[src/rtl/mem_stage.sv]
// MEM stage of the 5-stage LoongArch pipeline: issues data-memory requests, collects
// multiplier/divider responses and registers the selected writeback value for WB.
module mem_stage #(
    parameter logic [31:0] RESET_PC = 32'h1c000000
) (
    input  logic        clk,
    input  logic        rst,
    input  logic        in_valid,
    output logic        in_ready,
    output logic        out_valid,
    input  logic        out_ready,
    input  logic [31:0] pc,
    input  logic [7:0]  mem_op,
    input  logic [2:0]  mul_op,
    input  logic [3:0]  div_op,
    input  logic        res_from_mul,
    input  logic        res_from_div,
    input  logic        res_from_mem,
    input  logic        mem_we,
    input  logic        gr_we,
    input  logic [4:0]  dest,
    input  logic [31:0] alu_result,
    input  logic [31:0] rkd_value,
    output logic        data_req,
    output logic        data_wr,
    output logic [1:0]  data_size,
    output logic [3:0]  data_wstrb,
    output logic [31:0] data_addr,
    output logic [31:0] data_wdata,
    input  logic        data_addr_ok,
    input  logic        data_data_ok,
    input  logic [31:0] data_rdata,
    input  logic        mul_resp_valid,
    output logic        mul_resp_ready,
    input  logic [63:0] mul_result,
    input  logic        div_resp_valid,
    output logic        div_resp_ready,
    input  logic [31:0] div_q,
    input  logic [31:0] div_r,
    output logic [31:0] pc_out,
    output logic        gr_we_out,
    output logic [4:0]  dest_out,
    output logic [31:0] final_out
);

    typedef enum logic [1:0] {
        S_IDLE = 2'd0,
        S_WAIT = 2'd1,
        S_DONE = 2'd2
    } mem_state_t;

    mem_state_t  state;
    logic [31:0] rbuf;
    logic        mul_got;
    logic        div_got;
    logic [31:0] mul_buf;
    logic [31:0] div_buf;

    logic        is_mem;
    logic        mem_done;
    logic        mul_hs;
    logic        div_hs;
    logic        mul_ok;
    logic        div_ok;
    logic        ready_go;
    logic        fire;
    logic [1:0]  off;
    logic [31:0] mem_rdata;
    logic [7:0]  ld_byte;
    logic [15:0] ld_half;
    logic [31:0] load_val;
    logic [31:0] mul_sel;
    logic [31:0] div_sel;
    logic [31:0] mul_val;
    logic [31:0] div_val;
    logic [31:0] final_c;
    logic        unused_ok;

    assign unused_ok = ^{mem_op[2], mul_op[2:1], div_op[3], div_op[1]};

    // Handshake and stall control
    assign is_mem   = res_from_mem | mem_we;
    assign mem_done = (state == S_DONE) | ((state == S_WAIT) & data_data_ok);
    assign mul_resp_ready = in_valid & res_from_mul & ~mul_got;
    assign div_resp_ready = in_valid & res_from_div & ~div_got;
    assign mul_hs   = mul_resp_valid & mul_resp_ready;
    assign div_hs   = div_resp_valid & div_resp_ready;
    // A response arriving this cycle counts as already collected (bypass)
    assign mul_ok   = mul_got | mul_hs | ~res_from_mul;
    assign div_ok   = div_got | div_hs | ~res_from_div;
    assign ready_go = ~in_valid | ((mem_done | ~is_mem) & mul_ok & div_ok);
    assign in_ready = ~rst & (~in_valid | (ready_go & out_ready));
    assign fire     = in_valid & ready_go & out_ready;

    // Memory request fields
    assign off        = alu_result[1:0];
    assign data_req   = (state == S_IDLE) & in_valid & is_mem;
    assign data_wr    = mem_we;
    assign data_addr  = alu_result;

    always_comb begin
        data_size  = 2'd2;
        data_wstrb = 4'h0;
        data_wdata = rkd_value;
        if (mem_op[0] | mem_op[3] | mem_op[5]) begin
            data_size = 2'd0;
        end else if (mem_op[1] | mem_op[4] | mem_op[6]) begin
            data_size = 2'd1;
        end
        if (mem_op[5]) begin
            data_wstrb = 4'b0001 << off;
            data_wdata = {4{rkd_value[7:0]}};
        end else if (mem_op[6]) begin
            data_wstrb = 4'b0011 << {off[1], 1'b0};
            data_wdata = {2{rkd_value[15:0]}};
        end else if (mem_op[7]) begin
            data_wstrb = 4'hf;
        end
    end

    // Load extraction; rdata bypasses rbuf in the data_ok cycle
    assign mem_rdata = (state == S_WAIT) ? data_rdata : rbuf;
    assign ld_byte   = 8'(mem_rdata >> {off, 3'b000});
    assign ld_half   = off[1] ? mem_rdata[31:16] : mem_rdata[15:0];

    always_comb begin
        load_val = mem_rdata;
        if (mem_op[0]) begin
            load_val = {{24{ld_byte[7]}}, ld_byte};
        end else if (mem_op[3]) begin
            load_val = {24'h0, ld_byte};
        end else if (mem_op[1]) begin
            load_val = {{16{ld_half[15]}}, ld_half};
        end else if (mem_op[4]) begin
            load_val = {16'h0, ld_half};
        end
    end

    assign mul_sel = mul_op[0] ? mul_result[31:0] : mul_result[63:32];
    assign div_sel = (div_op[0] | div_op[2]) ? div_q : div_r;
    assign mul_val = mul_got ? mul_buf : mul_sel;
    assign div_val = div_got ? div_buf : div_sel;

    assign final_c = res_from_mem ? load_val :
                     res_from_mul ? mul_val  :
                     res_from_div ? div_val  : alu_result;

    // Memory FSM, response buffers and WB-side registers
    always_ff @(posedge clk) begin
        if (rst) begin
            state     <= S_IDLE;
            rbuf      <= 32'h0;
            mul_got   <= 1'b0;
            div_got   <= 1'b0;
            mul_buf   <= 32'h0;
            div_buf   <= 32'h0;
            out_valid <= 1'b0;
            pc_out    <= RESET_PC;
            gr_we_out <= 1'b0;
            dest_out  <= 5'h0;
            final_out <= 32'h0;
        end else begin
            case (state)
                S_IDLE: if (data_req && data_addr_ok) state <= S_WAIT;
                S_WAIT: if (data_data_ok) begin
                    rbuf  <= data_rdata;
                    state <= fire ? S_IDLE : S_DONE;
                end
                S_DONE: if (fire) state <= S_IDLE;
                default: state <= S_IDLE;
            endcase

            if (mul_hs) mul_buf <= mul_sel;
            if (div_hs) div_buf <= div_sel;
            if (fire) begin
                mul_got <= 1'b0;
                div_got <= 1'b0;
            end else begin
                if (mul_hs) mul_got <= 1'b1;
                if (div_hs) div_got <= 1'b1;
            end

            if (out_ready) out_valid <= in_valid & ready_go;
            if (fire) begin
                pc_out    <= pc;
                gr_we_out <= gr_we;
                dest_out  <= dest;
                final_out <= final_c;
            end
        end
    end

endmodule

[config.mk]
export PLATFORM = sky130hd
export DESIGN_NAME = mem_stage
export DESIGN_NICKNAME = d
export VERILOG_FILES = /design/src/rtl/mem_stage.sv
export SDC_FILE = /design/constraint.sdc
export NUM_CORES = 1
export LEC_CHECK = 0
export BUFFER_PORTS_ARGS = -buffer_cell sky130_fd_sc_hd__clkbuf_2
export CAP_MARGIN = 10
export CORE_AREA = 2 2 171 173
export CTS_CLUSTER_SIZE = 24
export DETAILED_ROUTE_END_ITERATION = 10
export DIE_AREA = 0 0 173 175
export PLACE_DENSITY = 0.69
export SYNTH_ARGS = -nofsm -noshare
export SYNTH_HDL_FRONTEND = slang
export SYNTH_SLANG_ARGS = --single-unit
[constraint.sdc]
create_clock -name clk -period 2.71 [get_ports clk]
set_input_delay 0.1355 -clock clk [delete_from_list [all_inputs] [get_ports clk]]
set_output_delay 0.1355 -clock clk [all_outputs]
set_load 0.01 [all_outputs]
==> impl_metrics.json <==
{
  "grt_pass1_wl_mm": 57.26,
  "synth-edff-count": 0,
  "tritoncts": "built",
  "top_usage_layer": "met2",
  "num_rows": 62,
  "yosysUniqueCellTypes": 53,
  "drt_drc_violations_left": 0,
  "routed_wirelength_mm": 37.95,
  "cp_data_required_time_ns": 3.03,
  "synthCells": 1218,
  "port_buffers": 429,
  "met1_usage_pct": 30.69,
  "hold_violations": 0,
  "hpwl_mm": 28.81,
  "via_per_inst": 5.280,
  "path_cells": "or3b_2, o311a_1, and3_2, buf_4, nand2_1, o221a_2",
  "initial_core_util_pct": 35.26,
  "slew_headroom_pct": 40.52,
  "hold_class": "in2reg",
  "drive_gt1_share_pct": 34.48,
  "gp_routability_congestion": 0.8604,
  "async_flop_share_pct": 0,
  "critical_path_class": "reg2reg",
  "p_total_mw": 6.517,
  "antenna_left": 0,
  "clock_path_buffers": 2,
  "finalSetupTns_ns": 0,
  "antenna_found_initial": 0,
  "grt_overflow_total": 0,
  "cts_setup_buffers": 0,
  "antenna-diode-count": 0,
  "drv_cap": 0,
  "met2_usage_pct": 41.35,
  "p_leak_nw": 5.862,
  "die-area_um2": 30280,
  "max_stage_delay_ns": 0.46,
  "grt_pass1_vias": 10060,
  "wl_per_cell_um": 18.81,
  "mostFrequentLayoutCells": "clkbuf_2, nand2_1, dfxtp_1",
  "start_kind": "register",
  "clk_pin_slew_worst_paths_ns": 0.07,
  "cts_resized": 0,
  "synth_ff_type": "dfxtp_1",
  "die-height_um": 175,
  "numCtsBuffers": 17,
  "cts_root_buffer": "clkbuf_16",
  "vdd_drop_max_mv": 0.3913,
  "seq_area_frac_synth_pct": 34.20,
  "num-fill-cells": 2749,
  "instances_no_fill": 2017,
  "place_area_um2": 12150,
  "critPathCaptureType": "register",
  "arrival_ns": 2.72,
  "cts_htree_levels": 4,
  "drt-pass1-iter-count": 5,
  "vias": 10650,
  "fin_area_um2": 13460,
  "drt_iter0_drc": 962,
  "syn-num-nets": 1507,
  "dpl.cell_count": 1913,
  "slew_violations": 0,
  "cts_num_sinks": 171,
  "core_um2": 28390,
  "holdBufCountCts": 71,
  "fin_nets": 1909,
  "netlist_area_um2": 10010,
  "min_period_ns": 2.403,
  "setup_violations": 0,
  "crit_fanout": 49,
  "clk_latency_ns": 0.43,
  "grt_max_degree": 81,
  "ioPinCount": 435,
  "die_x_um": 173,
  "ys_seq_elements": 171,
  "rsz0062_at_grt": "false",
  "syn_area_per_cell_um2": 8.219,
  "status": "finished, final reports clean",
  "powerDensity_nw_per_um2": 484.2,
  "timing.fmax_mhz": 416.1,
  "clock_skew_ns": 0.01437,
  "final_common_cell": "clkbuf_2",
  "synthToLayoutAreaGrowth_pct": 34.45,
  "grt_use_met3_pct": 4.178,
  "tightest_slew_ns": 0.8920,
  "crit_slowest_cell": "buf_4",
  "track_usage_pct": 24.18,
  "yosys_warnings": 0,
  "finalCritPeriodShare_pct": 88.69
}
## metal layers
layer	wire length, µm	up-vias
met4	1099	0
met1	15950	4979
li1	-	5154
met3	2353	56
met2	18540	461
met5	0	-
## critical path: cells and delay by family, from the launching register on
family	cells	cell delay (ns)
AND/OR/NAND/NOR	3	0.80
buffers and inverters	1	0.46
flip-flops	1	0.44
AO/OA/AOI/OAI	2	0.58
## Yosys cell counts (17+ instances only)
cell type,n,area share [%]
a32o_1,17,1.7
mux2_2,24,2.7
a21o_1,19,1.4
inv_1,34,1.3
o2111ai_1,17,1.5
a21oi_1,141,7.0
a211oi_1,64,4.8
buf_2,20,1.0
mux4_2,24,5.4
nand2_1,185,6.9
clkbuf_1,71,2.7
dfxtp_1,171,34
nor2_1,102,3.8
buf_4,42,3.1
mux2i_1,77,7.7
o21ai_0,73,3.6
## cells by family after synthesis
logic type             after synthesis  share of synthesized area [%]
buffers and inverters              188                          9.249
AOI/OAI and AO/OA                  392                          25.68
DFF                                171                          34.20
and+or+nand+nor                    328                          13.50
muxes                              139                          17.37
## final timing paths
path	startpoint	endpoint	slack, ns	cells after the start
worst max-delay path	div_got	final_out[13]	0.31	6
worst max register to register	div_got	final_out[13]	0.31	6
worst min-delay path	out_ready	out_valid	0.07	3
worst min register to register	pc_out[13]	pc_out[13]	0.45	2
## final cells by class
type	count	area, µm²	share of cell area, %
multi-input cells	859	5684	42.23
flip-flops and latches	171	3423	25.43
repair buffers	533	3133	23.28
well taps	384	480.5	3.570
clock buffers	17	425.4	3.161
clock inverters	15	170.2	1.264
inverters	38	142.6	1.060
## metrics by stage
step	setup WS (ns)	util [%]	hold slack (ns)
after floorplan	0.6491	-	0.2597
after global placement	0.3903	42.78	0.3487
after detailed placement	0.3357	42.78	0.3589
after CTS	0.3225	47.38	0.05343
after global routing	0.1625	47.40	0.08339
final	0.3065	47.40	0.06718
## flip-flops by register name, summed over array words and instances (netlist names)
signal / cells
pc_out: 32
rbuf: 32
gr_we_out: 1
out_valid: 1
final_out: 32
div_buf: 32
dest_out: 5
mul_buf: 32
mul_got: 1
div_got: 1
state: 2
## report_power, final
group          switching, mW  internal [mW]
clock                   1.22           1.25
sequential            0.0476           2.60
combinational          0.773          0.626
total                   2.04           4.48
Note: power is estimated with default switching activity, not from simulation.
